`src/rtl/pwm_deadtime_gen.sv`:
```
// Purpose : complementary PWM gate drive with dead-time insertion, compared against a triangular carrier.
// Latency : raw compare rising in cycle N drops pwm_lo at edge N+1 and raises pwm_hi at edge N+1+DEAD_TIME.
// Backpress: duty_ready falls once a duty word is shadowed; it rises again when that word is applied at the next valley.
//
// Ports:
//   clk           single clock, rising-edge
//   reset         asynchronous active-low reset
//   tri_count     triangular carrier 0..MAX_COUNT (holds one extra cycle at each end)
//   enable        0 forces both gate outputs low (via OFF state)
//   duty_in/duty_valid/duty_ready  compare-value handshake
//   pwm_hi/pwm_lo registered high-/low-side gate drives, never both 1
//   period_start  registered one-cycle pulse after each carrier valley
module pwm_deadtime_gen #(
    parameter logic [15:0] MAX_COUNT = 16'd83,
    parameter logic [7:0]  DEAD_TIME = 8'd4
) (
    input  logic        clk,
    input  logic        reset,
    input  logic [15:0] tri_count,
    input  logic        enable,
    input  logic [15:0] duty_in,
    input  logic        duty_valid,
    output logic        duty_ready,
    output logic        pwm_hi,
    output logic        pwm_lo,
    output logic        period_start
);

    localparam logic [15:0] DUTY_MAX = MAX_COUNT + 16'd1;
    localparam logic [7:0]  DT_LOAD  = DEAD_TIME - 8'd1;
    localparam logic        NO_DT    = (DEAD_TIME == 8'd0);

    typedef enum logic [2:0] {
        ST_OFF   = 3'd0,
        ST_LO    = 3'd1,
        ST_DT_LH = 3'd2,
        ST_HI    = 3'd3,
        ST_DT_HL = 3'd4
    } state_t;

    state_t      r_state;
    state_t      w_state_nxt;
    logic [7:0]  r_dt_cnt;
    logic [7:0]  w_dt_cnt_nxt;
    logic [15:0] r_duty_active;
    logic [15:0] r_shadow;
    logic        r_pending;
    logic [15:0] r_prev_count;
    logic        r_pwm_hi;
    logic        r_pwm_lo;
    logic        r_period_start;

    logic        w_raw;
    logic        w_valley;
    logic        w_handshake;
    logic [15:0] w_duty_clamped;
    logic        w_pwm_hi_nxt;
    logic        w_pwm_lo_nxt;

    // Carrier compare: 0 never drives high, MAX_COUNT+1 always drives high.
    assign w_raw = (tri_count < r_duty_active);

    // Only the first cycle at zero counts; the held second cycle sees prev==0.
    assign w_valley = (tri_count == 16'd0) && (r_prev_count != 16'd0);

    assign duty_ready     = reset && !r_pending;
    assign w_handshake    = duty_valid && duty_ready;
    assign w_duty_clamped = (duty_in > DUTY_MAX) ? DUTY_MAX : duty_in;

    // Duty shadow/active double buffer. A handshake in a valley cycle cannot
    // collide with a load because a load needs pending=1 and a handshake needs
    // pending=0, so a word accepted at a valley waits for the next one.
    always_ff @(posedge clk or negedge reset) begin
        if (!reset) begin
            r_duty_active  <= 16'd0;
            r_shadow       <= 16'd0;
            r_pending      <= 1'b0;
            r_prev_count   <= 16'hFFFF;
            r_period_start <= 1'b0;
        end else begin
            r_prev_count   <= tri_count;
            r_period_start <= w_valley;
            if (w_valley && r_pending) begin
                r_duty_active <= r_shadow;
                r_pending     <= 1'b0;
            end else if (w_handshake) begin
                r_shadow  <= w_duty_clamped;
                r_pending <= 1'b1;
            end
        end
    end

    // FSM state register
    always_ff @(posedge clk or negedge reset) begin
        if (!reset) begin
            r_state  <= ST_OFF;
            r_dt_cnt <= 8'd0;
        end else begin
            r_state  <= w_state_nxt;
            r_dt_cnt <= w_dt_cnt_nxt;
        end
    end

    // FSM next-state logic
    always_comb begin
        w_state_nxt  = r_state;
        w_dt_cnt_nxt = r_dt_cnt;
        if (!enable) begin
            w_state_nxt = ST_OFF;
        end else begin
            case (r_state)
                ST_OFF: begin
                    if (NO_DT) begin
                        w_state_nxt = w_raw ? ST_HI : ST_LO;
                    end else begin
                        w_state_nxt  = w_raw ? ST_DT_LH : ST_DT_HL;
                        w_dt_cnt_nxt = DT_LOAD;
                    end
                end
                ST_LO: begin
                    if (w_raw) begin
                        if (NO_DT) begin
                            w_state_nxt = ST_HI;
                        end else begin
                            w_state_nxt  = ST_DT_LH;
                            w_dt_cnt_nxt = DT_LOAD;
                        end
                    end
                end
                ST_HI: begin
                    if (!w_raw) begin
                        if (NO_DT) begin
                            w_state_nxt = ST_LO;
                        end else begin
                            w_state_nxt  = ST_DT_HL;
                            w_dt_cnt_nxt = DT_LOAD;
                        end
                    end
                end
                // A compare glitch shorter than the dead time aborts back to
                // the side that was already on.
                ST_DT_LH: begin
                    if (!w_raw) begin
                        w_state_nxt = ST_LO;
                    end else if (r_dt_cnt == 8'd0) begin
                        w_state_nxt = ST_HI;
                    end else begin
                        w_dt_cnt_nxt = r_dt_cnt - 8'd1;
                    end
                end
                ST_DT_HL: begin
                    if (w_raw) begin
                        w_state_nxt = ST_HI;
                    end else if (r_dt_cnt == 8'd0) begin
                        w_state_nxt = ST_LO;
                    end else begin
                        w_dt_cnt_nxt = r_dt_cnt - 8'd1;
                    end
                end
                default: begin
                    w_state_nxt = ST_OFF;
                end
            endcase
        end
    end

    // FSM output decode, taken from the next state so the gate flops change
    // on the same edge as the state register.
    always_comb begin
        w_pwm_hi_nxt = (w_state_nxt == ST_HI);
        w_pwm_lo_nxt = (w_state_nxt == ST_LO);
    end

    always_ff @(posedge clk or negedge reset) begin
        if (!reset) begin
            r_pwm_hi <= 1'b0;
            r_pwm_lo <= 1'b0;
        end else begin
            r_pwm_hi <= w_pwm_hi_nxt;
            r_pwm_lo <= w_pwm_lo_nxt;
        end
    end

    assign pwm_hi       = r_pwm_hi;
    assign pwm_lo       = r_pwm_lo;
    assign period_start = r_period_start;

endmodule

```
`config.mk`:
```
export PLATFORM = sky130hd
export DESIGN_NAME = pwm_deadtime_gen
export DESIGN_NICKNAME = d
export VERILOG_FILES = /design/src/rtl/pwm_deadtime_gen.sv
export SDC_FILE = /design/constraint.sdc
export NUM_CORES = 1
export LEC_CHECK = 0
export ABC_AREA = 1
export CORE_MARGIN = 10
export CORE_UTILIZATION = 45
export CTS_CLUSTER_SIZE = 16
export DETAILED_ROUTE_END_ITERATION = 16
export MAX_ROUTING_LAYER = met4
export PLACE_DENSITY = 0.66
export SYNTH_ARGS = -nofsm -noshare
export SYNTH_HDL_FRONTEND = slang
export SYNTH_SLANG_ARGS = --single-unit
```
`constraint.sdc`:
```
create_clock -name clk -period 2.8 [get_ports clk]
set_input_delay 0.28 -clock clk [delete_from_list [all_inputs] [get_ports clk]]
set_output_delay 0.28 -clock clk [all_outputs]
set_load 0.05 [all_outputs]
```
Yosys cells after proc, flatten, opt, wreduce, memory -nomap -nowiden

Cells that the tools add are included.

Input port bits: 36
Bits in registers: 63

Equality and inequality tests: 10
Bitwise operators: 1
$add $sub $neg: 1
Reductions and logical operators: 13
$lt $le $gt $ge: 2
Multiplexer cells: 18

Operators by type and width:

| operator                                                       | count |
|---|---|
| 2-to-1 mux 8 bit                                               | 5 |
| case mux 8 bit (5 select lines)                                | 1 |
| 2-to-1 mux 3 bit                                               | 8 |
| greater-than comparator 16 x 7 -> 1 bit, second input constant | 1 |
| logical NOT 16 bit                                             | 1 |
| < comparator 16 bit                                            | 1 |
| 2-to-1 mux 16 bit                                              | 1 |
| nonzero test 16 bit                                            | 1 |
| case mux 3 bit (5 select lines)                                | 1 |
| equality test 3 x 2 -> 1 bit, second input constant            | 3 |
| logical NOT 8 bit                                              | 1 |
| != test 2 bit, second input constant                           | 4 |
| subtractor 8 x 1 -> 8 bit, second input constant               | 1 |
| equality test 3 x 1 -> 1 bit, second input constant            | 2 |
| AND reduction 6 bit                                            | 1 |
| nonzero test 5 bit                                             | 1 |
| logical AND 1 bit                                              | 4 |
| equality test 3 bit, second input constant                     | 1 |
| logical NOT 3 bit                                              | 1 |
| 2-to-1 mux 1 bit                                               | 2 |
| AND reduction 2 bit                                            | 1 |
| nonzero test 2 bit                                             | 1 |
| logical NOT 1 bit                                              | 1 |
| NOT 1 bit                                                      | 1 |

Depth between registers and ports, before layout

Gate-level depths: netlist (run 1).

Depth in word-level cells: 6
Depth in mapped cells: 15
Gate-level depth less buffers: 15

Worst setup path before layout (run 1)

OpenSTA, ideal clock, no wires.

Path type: register to register
Start point: register r_pending
End point: register r_shadow[2]
Buffers on the path: 1
Arrival: 1759 ps
Stages on the path, launching flop included: 7
Setup time: 83 ps
Data required time: 2717 ps
Clock period less this slack: 1841 ps
Setup slack: 959 ps
Cell sequence: dfrtp_1 nor2_1 nand2_1 inv_1 clkbuf_1 o21ai_0 o21ai_0

Cells in the longest elaborated chain, start to end: 4

RTL lines:

| item                                 | line | source |
|---|---|---|
| start: declaration                   | 47   | `logic r_pending;` |
| start signal: assignment             | 77   | `r_pending <= 1'b0;` |
| start signal: assignment             | 85   | `r_pending <= 1'b0;` |
| start signal: assignment             | 88   | `r_pending <= 1'b1;` |
| logical NOT 1 bit                    | 66   | `assign duty_ready = reset && !r_pending;` |
| logical AND 1 bit                    | 66   |  |
| via duty_ready                       | 23   | `output logic duty_ready,` |
| logical AND 1 bit                    | 67   | `assign w_handshake = duty_valid && duty_ready;` |
| AND reduction 2 bit (no source line) | --   |  |
| end signal: assignment               | 87   | `r_shadow <= w_duty_clamped;` |
| end: declaration                     | 46   | `logic [15:0] r_shadow;` |

The timed path passes the listed nets, and every way through them passes these cells.
A chain may end at the register's enable or synchronous reset.

Final worst setup path (run 1)

Start point: register r_pending
End point: output duty_ready

Cells in the longest elaborated chain, start to end: 2

RTL lines:

| item              | line |
|---|---|
| logical NOT 1 bit | 66 |
| logical AND 1 bit | 66 |
| end: declaration  | 23 |

Every way passes these cells.

==> results of run 1 <==
-- routing by layer --
layer	track usage	vias up	wire (um)
met5	-	-	0
met4	0.0716	0	134
met3	0.0358	10	281
met2	0.179	40	2480
met1	0.167	991	2950
li1	-	1199	-
-- final timing paths --
| kind | startpoint | end | slack (ns) | depth (start not counted) |
|---|---|---|---|---|
| min reg2reg | r_shadow[8] | r_shadow[8] | 0.47 | 2 |
| max reg2reg | r_duty_active[5] | r_dt_cnt[1] | 0.85 | 13 |
| min | reset | r_shadow[8] | 0.11 | 2 |
| max | r_pending | duty_ready | 0.62 | 2 |
| max in group asynchronous | reset | r_dt_cnt[0] | 2.20 | 2 |
| min in group clk | tri_count[0] | r_prev_count[0] | 0.38 | 1 |
-- power breakdown --
| group | leakage (nW) | internal, mW | switching [mW] |
|---|---|---|---|
| logic | 0.951 | 0.185 | 0.280 |
| clock network | 0.0894 | 0.367 | 0.323 |
| registers | 0.801 | 1.00 | 0.0625 |
| total | 1.84 | 1.55 | 0.666 |
-- cell type report --
cell class | count | area (um^2)
Timing Repair Buffer | 42 | 408
Clock inverter | 3 | 17.5
Multi-Input combinational cell | 221 | 1180
Clock buffer | 13 | 159
Fill cell | 589 | 2780
Inverter | 59 | 221
Tap cell | 77 | 96.3
Sequential cell | 63 | 1600
-- sequential cells by signal, summed over array words and instances, names as in the netlist --
name	count
pwm_hi	1
r_duty_active	16
pwm_lo	1
r_shadow	16
period_start	1
r_pending	1
r_state	3
r_prev_count	16
r_dt_cnt	8
-- cells in the mapped netlist, types with 4 or more instances --
| master | count |
|---|---|
| a21oi_1 | 8 |
| dfrtp_1 | 47 |
| dfstp_2 | 16 |
| ha_1 | 17 |
| inv_1 | 59 |
| nand2_1 | 83 |
| nand3_1 | 23 |
| nand4_1 | 6 |
| nor2_1 | 31 |
| nor3_1 | 4 |
| nor4_1 | 6 |
| o21ai_0 | 19 |
| o21ai_2 | 6 |
| xor2_1 | 4 |
-- stage by stage --
| step | power, mW | worst slack (ns) | std cells |
|---|---|---|---|
| 2_1_floorplan | 1.38 | 0.959 | 349 |
| 3_3_place_gp | 1.53 | 0.505 | 462 |
| 3_5_place_dp | 1.54 | 0.455 | 462 |
| 4_1_cts | 2.24 | 0.597 | 478 |
| 5_1_grt | 2.38 | 0.515 | 478 |
| 6_report | 2.22 | 0.624 | 478 |
-- kinds of logic after synthesis --
group / after synthesis
buffers and inverters: 65
xor gates and xnor gates: 5
and+or+nand+nor: 160
muxes: 1
adders and majority gates: 17
DFF: 63
AOI/OAI and AO/OA: 38
==> results_dict.tcl, run 1 <==
set metrics [dict create \
    status "finished clean" \
    drtIter0Drc 138 \
    root_buffer "clkbuf_8" \
    drive_above_1_share 0.117 \
    final_cell_mix "nand2_1, inv_1, dfrtp_1" \
    post_cts_buffers 0 \
    grt_usage 0.129 \
    antenna_found_initial 0 \
    cts_tree "yes" \
    synth_top_family_by_area "simple AND/OR/NAND/NOR gates" \
    dpl.hpwl_um 4480 \
    rows 29 \
    grt_pass1_vias 2265 \
    clockBufferDepth 2 \
    cts.repair.resized 0 \
    vdd_ir_drop_max_uv 239 \
    num_antenna_cells 0 \
    maxCapViolations 0 \
    slew_viol_final 0 \
    drt-vias-per-instance 4.69 \
    p_leak_nw 1.84 \
    synthMuxAreaShare 0.00330 \
    synth-simple-area-share 0.230 \
    grt_pass1_wl_um 10400 \
    worst_pin_slew_ns 0.749 \
    endpoint_kind "output port" \
    area_growth_pct 21.4 \
    finalSetupTns_ns 0 \
    design_area_um2 3680 \
    slew_headroom 0.501 \
    yosysTopAreaCell "dfrtp_1" \
    dieWidth_um 102 \
    h-tree-depth 3 \
    synth.distinct_cells 28 \
    min_period_ns 2.18 \
    routed_wl_um 5840 \
    power_density_nw_per_um2 602 \
    syn_area_per_cell_um2 8.69 \
    slowest_stage "clkdlybuf4s50_1" \
    io_buffers 39 \
    pin_count 40 \
    dieArea_um2 10400 \
    core_um2 6460 \
    drc 0 \
    final_common_cell "nand2_1" \
    cp.arrival_ns 1.90 \
    setup_violations 0 \
    worst-path-buf-inv 1 \
    max_stage_delay_ns 0.83 \
    clkTransAtPathRegs_ns 0.06 \
    crit_chain "nor2_1, clkdlybuf4s50_1" \
    cts_buffers 9 \
    synthCells 349 \
    cpLargestDelayFamily "buffers and inverters" \
    final_nets 449 \
    dpl-instance-area_um2 3510 \
    drtAntennaViolNets 0 \
    clk-insertion-delay-late_ns 0.33 \
    required_ns 2.52 \
    yosys_register_bits 63 \
    grt_max_degree 64 \
    final_hold_viol_count 0 \
    crit_type "flip-flop to output port" \
    synthAdderAreaFrac 0.0701 \
    async_flop_share 1.00 \
    synth_edf_count 0 \
    wl_per_cell_um 12.2 \
    die_h_um 102 \
    grt_overflow_total 0 \
    synthTopCellsByArea "dfrtp_1, dfstp_2, nand2_1" \
    postCtsHoldBufs 0 \
    clkSinkCount 63 \
    yosysSeqAreaShare 0.526 \
    place_congestion 0.854 \
    post-route-util 0.570 \
    vias 2240 \
    yosys_warnings 0 \
    max_freq_mhz 460 \
    synth_top_cell_area_share 0.388 \
    initial_core_util 0.470 \
    finalCritPeriodShare 0.777 \
    netlist_area_um2 3030 \
    dr.pass1.iters 4 \
    synth_compound_area_frac 0.0726 \
    grt_setup_unrepaired "no" \
    path_max_fanout 13 \
    holdCritPathClass "primary input to async pin" \
    cp-start-kind "flip-flop" \
    synthXorXnorAreaFrac 0.0144 \
    timing.hold.ws_ns 0.108 \
    ys.flop_type "dfrtp_1" \
    synthesis.nets 402 \
    finalClockSkew_ns 0.00392 \
]
Note: power is estimated with default switching activity, not from simulation.
==> inputs of run 2 (changes only) <==
clock period = 2.05 ns   (was 2.8 ns; I/O delays follow)
==> results_dict.tcl, run 2 (synthesis gave the netlist of run 1 again) <==
set metrics [dict create \
    grt_overflow_total 0 \
    final_cell_mix "nand2_1, inv_1, dfrtp_1" \
    wl_per_cell_um 12.3 \
    initial_core_util 0.470 \
    cts.repair.resized 0 \
    r2r_end "r_dt_cnt[5]" \
    slew_viol_final 0 \
    drt-vias-per-instance 4.70 \
    seq_area_um2 1600 \
    worst_pin_slew_ns 0.765 \
    vias 2321 \
    h-tree-depth 3 \
    drtIter0Drc 144 \
    top_regs "r_duty_active (16), r_prev_count (16), r_shadow (16)" \
    antenna_found_initial 0 \
    vdd_ir_drop_max_uv 313 \
    grt_setup_unrepaired "no" \
    grt_pass1_wl_um 10300 \
    cp.arrival_ns 2.05 \
    holdCritPathClass "primary input to async pin" \
    max_stage_delay_ns 0.43 \
    power_density_nw_per_um2 791 \
    cts_buffers 9 \
    routed_wl_um 6090 \
    grt_usage 0.128 \
    crit_type "flip-flop to flip-flop" \
    die_h_um 102 \
    drive_above_1_share 0.156 \
    finalClockSkew_ns 0.00864 \
    rows 29 \
    reg2reg_depth 9 \
    dieWidth_um 102 \
    core_um2 6460 \
    finalSetupTns_ns 0 \
    clockBufferDepth 2 \
    multiInputGateArea_um2 1210 \
    cp-start-kind "flip-flop" \
    setup_violations 0 \
    crit_start "r_dt_cnt[0]" \
    min_period_ns 1.83 \
    grt_pass1_vias 2272 \
    status "finished clean" \
    drc 0 \
    r2r_slack_ns 0.22 \
    max_freq_mhz 546 \
    dpl.hpwl_um 4720 \
    pin_count 40 \
    num_antenna_cells 0 \
    drtAntennaViolNets 0 \
    dp_slack_ns -0.162 \
    p_leak_nw 1.93 \
    dr.pass1.iters 4 \
    root_buffer "clkbuf_8" \
    clk-insertion-delay-late_ns 0.34 \
    slowest_stage "nor4_1" \
    place_congestion 0.823 \
    path_max_fanout 9 \
    maxCapViolations 0 \
    area_growth_pct 25.9 \
    r2r_start "r_dt_cnt[0]" \
    io_buffers 39 \
    slew_headroom 0.490 \
    crit_chain "inv_1, ha_1, inv_1, nor4_1, a21oi_1, nand3_4, nor2_4, nand2_1, nand2_1" \
    post_cts_buffers 0 \
    postCtsHoldBufs 0 \
    final_nets 465 \
    grt_max_degree 64 \
    clkSinkCount 63 \
    dieArea_um2 10400 \
    worst_slack_ns 0.218 \
    final_hold_viol_count 0 \
    endpoint_kind "flip-flop" \
    finalCritPeriodShare 0.894 \
    clkTransAtPathRegs_ns 0.07 \
    final_common_cell "nand2_1" \
    nFillCells 595 \
    endpoint "r_dt_cnt[5]" \
    required_ns 2.27 \
    cts_tree "yes" \
]
-- run 2: cell count changes in the layout (fill, tap and decap cells not counted), sizes merged --
cell	previous run	this run
clkinvlp	1	0
buf	4	21
clkdlybuf4s50	38	37
clkbuf	13	14
-- run 2: worst min path at each step --
stage | from | to | slack (ns) | depth (start not counted)
finish | reset | r_shadow[5] | 0.02 | 2
global route | reset | r_shadow[5] | 0.1 | 2
CTS | reset | r_shadow[6] | 0.06 | 2
detailed placement | reset | r_shadow[6] | 0.43 | 2
global placement | reset | r_shadow[6] | 0.43 | 2
floorplan | reset | period_start | -0.09 | 0
-- run 2: final cells by class --
type                       count  area share
clock buffer                  14      0.0399
clock inverter                 2     0.00262
inverter                      59      0.0580
multi-input combinational    221       0.316
sequential                    63       0.418
tap                           77      0.0252
timing repair buffer          58       0.141
-- run 2: report_power, final --
part           switching [mW]  total, mW  internal, mW
clock network           0.432      0.901         0.469
registers              0.0822       1.45          1.37
logic                   0.391      0.671         0.279
total                   0.905       3.02          2.12
-- run 2: routing by layer --
metal | global-route usage | part of all wire | vias up
met5 | - | 0 | -
met2 | 0.182 | 0.44 | 41
met1 | 0.165 | 0.50 | 1037
met3 | 0.0324 | 0.042 | 10
li1 | - | - | 1233
met4 | 0.0683 | 0.021 | 0
-- run 2: stage by stage --
stage | hold slack (ns) | utilization | std cells | power, mW | cell area, um^2
detailed placement | 0.428 | 0.563 | 478 | 2.14 | 3640
global route | 0.0990 | 0.592 | 494 | 3.22 | 3820
global placement | 0.425 | 0.563 | 478 | 2.11 | 3640
CTS | 0.0568 | 0.588 | 494 | 3.05 | 3800
floorplan | -0.0906 | - | 349 | 1.89 | 3030
finish | 0.0249 | 0.592 | 494 | 3.02 | 3820
-- run 2: critical path: cells and delay by family, from the launching register on --
family          cells  cell delay, ns
compound gates      1            0.18
fa+ha+maj           1            0.18
buf+inv             2            0.18
flops               1            0.39
simple gates        5            0.79
==> inputs of run 3 (changes only) <==
CORE_MARGIN = not set   (was 10)
==> results_dict.tcl, run 3 (synthesis gave the netlist of run 1 again) <==
set metrics [dict create \
    path_max_fanout 9 \
    max_stage_delay_ns 0.39 \
    top_regs "r_duty_active (16), r_prev_count (16), r_shadow (16)" \
    dpl.hpwl_um 4470 \
    clkTransAtPathRegs_ns 0.07 \
    cp.depth 13 \
    place_congestion 0.897 \
    finalCritPeriodShare 0.911 \
    max_freq_mhz 536 \
    crit_type "flip-flop to flip-flop" \
    antenna_found_initial 0 \
    status "finished, violations left" \
    grt_max_degree 64 \
    holdCritPathClass "primary input to async pin" \
    die_h_um 84.1 \
    vdd_ir_drop_max_uv 374 \
    setup_violations 0 \
    endpoint_kind "flip-flop" \
    cp-start-kind "flip-flop" \
    final_common_cell "nand2_1" \
    maxCapViolations 0 \
    required_ns 2.33 \
    vias 2375 \
    drt-vias-per-instance 4.83 \
    grt_usage 0.194 \
    multiInputGateArea_um2 1220 \
    power_mw 3.20 \
    initial_core_util 0.472 \
    rows 29 \
    pin_count 40 \
    final_hold_viol_count 0 \
    grt_pass1_wl_um 10600 \
    path_common_cell "nand2_1" \
    r2r_start "r_duty_active[9]" \
    wl_per_cell_um 12.1 \
    cpLargestDelayFamily "simple AND/OR/NAND/NOR gates" \
    drtAntennaViolNets 0 \
    drtIter0Drc 140 \
    dieWidth_um 84.1 \
    num_antenna_cells 0 \
    drive_above_1_share 0.164 \
    cts_buffers 9 \
    nFillCells 589 \
    postCtsHoldBufs 0 \
    drc 2 \
    clockBufferDepth 2 \
    crit_chain "inv_1, ha_4, nand2_1, inv_1, o21ai_1, a21oi_1, nor2_1, nand2_1, nand2_2, nand2_4, nor2_4, nand2_1, nand2_1" \
    timing.hold.ws_ns 0.0747 \
    worst_pin_slew_ns 0.761 \
    slew_headroom 0.492 \
    r2r_slack_ns 0.18 \
    cp.arrival_ns 2.14 \
    final_nets 463 \
    slowest_stage "dfrtp_1" \
    slew_viol_final 0 \
    r2r_end "r_dt_cnt[0]" \
    worst-path-buf-inv 2 \
    reg2reg_depth 13 \
    min_period_ns 1.87 \
    violations "design-rule violations" \
    grt_setup_unrepaired "no" \
    cts_tree "yes" \
    dr.pass1.iters 10 \
    dieArea_um2 7080 \
    finalClockSkew_ns 0.00679 \
    crit_start "r_duty_active[9]" \
    final_cell_mix "nand2_1, inv_1, dfrtp_1" \
    area_growth_pct 27.5 \
    p_leak_nw 1.94 \
    seq_area_um2 1600 \
    grt_overflow_total 0 \
    h-tree-depth 3 \
    io_buffers 39 \
    power_density_nw_per_um2 828 \
    routed_wl_um 5960 \
    clkSinkCount 63 \
    grt_pass1_vias 2429 \
    root_buffer "clkbuf_8" \
    endpoint "r_dt_cnt[0]" \
    clk-insertion-delay-late_ns 0.33 \
    core_um2 6420 \
    finalSetupTns_ns 0 \
]
[run 3: worst min path at each step]
stage	cells past startpoint	slack, ns	to	from
after detailed placement	2	0.46	pwm_hi	reset
after global routing	2	0.15	r_state[2]	reset
after global placement	2	0.45	r_shadow[11]	r_shadow[11]
final	2	0.07	r_state[2]	reset
after CTS	2	0.11	pwm_hi	reset
after floorplan	0	-0.09	period_start	reset
[run 3: repair_timing]
action / 4_1_cts / 5_1_grt
endpoints found under the setup margin: 0 / 8
gates resized for setup: 0 / 6
buffers inserted: 0 / 0
[run 3: cell type report]
class                           instances  area share
Tap cell                               77      0.0249
Inverter                               59      0.0573
Clock inverter                          6      0.0155
Sequential cell                        63       0.413
Multi-Input combinational cell        221       0.315
Timing Repair Buffer                   56       0.138
Clock buffer                           10      0.0356
[run 3: power by group]
part / internal [mW] / total, mW / switching, mW
Sequential: 1.37 / 1.45 / 0.0857
Clock: 0.587 / 1.06 / 0.473
Combinational: 0.284 / 0.690 / 0.406
[run 3: stage by stage]
step,instance area [um^2],std cells,util,setup slack (ns)
final,3870,492,0.602,0.183
after global routing,3870,492,0.602,0.00521
after CTS,3830,492,0.597,0.140
after detailed placement,3630,476,0.566,-0.203
after global placement,3630,476,0.566,-0.115
after floorplan,3030,349,-,0.209
[run 3: routing by layer]
metal	routed length [um]	global-route usage
met1	2910	0.248
met2	2750	0.306
met3	235	0.0346
met4	66	0.0799
met5	0	-
==> edit (flow settings as in run 2) <==
Make the reset (`reset`) synchronous in 3 clocked blocks. Comments in the files are not updated.
--- a/src/rtl/pwm_deadtime_gen.sv
+++ b/src/rtl/pwm_deadtime_gen.sv
@@ -70,7 +70,7 @@
     // Duty shadow/active double buffer. A handshake in a valley cycle cannot
     // collide with a load because a load needs pending=1 and a handshake needs
     // pending=0, so a word accepted at a valley waits for the next one.
-    always_ff @(posedge clk or negedge reset) begin
+    always_ff @(posedge clk) begin
         if (!reset) begin
             r_duty_active  <= 16'd0;
             r_shadow       <= 16'd0;
@@ -91,7 +91,7 @@
     end
 
     // FSM state register
-    always_ff @(posedge clk or negedge reset) begin
+    always_ff @(posedge clk) begin
         if (!reset) begin
             r_state  <= ST_OFF;
             r_dt_cnt <= 8'd0;
@@ -171,7 +171,7 @@
         w_pwm_lo_nxt = (w_state_nxt == ST_LO);
     end
 
-    always_ff @(posedge clk or negedge reset) begin
+    always_ff @(posedge clk) begin
         if (!reset) begin
             r_pwm_hi <= 1'b0;
             r_pwm_lo <= 1'b0;
Behaviour: differs if reset is asserted again (counterexample within 4 cycles, from zero or initial values and one cycle with reset low); with reset held inactive, the same outputs for 4 cycles.
==> edit against run 2 <==
Wire length shrank 3.4%. Setup slack better by 0.0016 ns. First-iteration DRC count down 29%. Worst hold slack better by 0.43 ns. Cell count decreased by 0.81%. Total power down 10%. Die area shrank 0.14%. Sequential cell count unchanged. Clock power increased by 15%. Critical path depth rose by 2. Design area decreased by 1.9%. Via count increased by 0.52%. Area after synthesis decreased by 0.16%. Largest power group unchanged.
==> edit: results <==
metrics = {
    "final_layout": {
        "nets": 461,
        "layoutNonFillerInstCount": 490,
        "fillers": 611,
    },
    "critical_path": {
        "slowest_stage": "dfxtp_1",
        "critPathMaxStageDelay_ns": 0.31,
        "cp_max_fo": 8,
        "startpoint": "r_duty_active[15]$_SDFFE_PN0P_",
    },
    "yosys": {
        "synth_common_cells": "dfxtp_1, inv_1, nor2_1, nand2_1, nand3_1",
        "postSynthCellCount": 357,
        "yosys_most_used_dff": "dfxtp_1",
        "synthTopCellsByArea": "dfxtp_1, ha_1, a211oi_2",
    },
    "place": {
        "dpl.hpwl_um": 4576,
        "placed_area_mm2": 0.003557,
        "dp_slack_ns": -0.1040,
        "dp_cells": 474,
        "gp_congestion": 0.8182,
    },
    "power": {
        "ir_drop_uv": 281.6,
        "switchingPower_mw": 0.6752,
    },
    "global_route": {
        "grt_pass1_wl_um": 10150,
        "grt_pass1_vias": 2221,
        "grt_start_max_net_pins": 41,
    },
    "sta": {
        "finClkSkew_ns": 0.004923,
        "relSlewSlack": 0.6298,
    },
    "drt": {
        "drtIter0Drc": 102,
        "vias_per_cell": 4.761,
        "drt_pass1_iterations": 6,
    },
    "run_status": {
        "outcome": "finished, final reports clean",
    },
}
-- edit: power by group through the flow --
stage	Combinational, mW	Sequential, mW	Clock [mW]
after floorplan	0.254	1.31	0
after global placement	0.390	1.31	0
after detailed placement	0.395	1.31	0
after CTS	0.397	1.29	1.07
after global routing	0.446	1.29	1.12
final	0.392	1.29	1.04
-- edit: layout make-up --
type	count	area share
clock inverters	4	0.01202
clock buffers	12	0.03873
flip-flops and latches	63	0.3366
multi-input cells	234	0.4047
inverters	50	0.05008
repair buffers	50	0.1322
well taps	77	0.02571
-- edit: logic make-up (layout without fill, tap and decap cells) --
family,count (synthesis),count (layout),share of synthesized area
AO/OA/AOI/OAI,51,51,0.1268
XOR/XNOR,6,6,0.01735
adder cells (fa/ha/maj),17,17,0.07022
buffers and inverters,60,116,0.08302
flip-flops,63,63,0.4164
AND/OR/NAND/NOR,160,160,0.2862
-- edit: path summary, 6_finish.rpt --
kind | to | slack (ns) | cells past startpoint
max | r_dt_cnt[6]$_SDFFE_PN0P_ | 0.22 | 11
min | r_prev_count[0]$_SDFF_PN1_ | 0.45 | 3
max reg2reg | r_dt_cnt[6]$_SDFFE_PN0P_ | 0.22 | 11
min reg2reg | r_shadow[12]$_SDFFE_PN0P_ | 0.46 | 2
-- edit: critical path: cells and delay by family, from the launching register on --
family / cells / cell delay, ns
AOI/OAI and AO/OA: 3 / 0.45
adders and majority gates: 1 / 0.31
and+or+nand+nor: 5 / 0.50
buffers and inverters: 2 / 0.17
DFF: 1 / 0.31
-- edit: metal layers --
layer / up-vias / track usage / part of all wire
li1: 1269 / - / -
met1: 1007 / 0.1527 / 0.49
met2: 46 / 0.1862 / 0.44
met3: 11 / 0.03306 / 0.050
met4: 0 / 0.07484 / 0.024
met5: - / - / 0
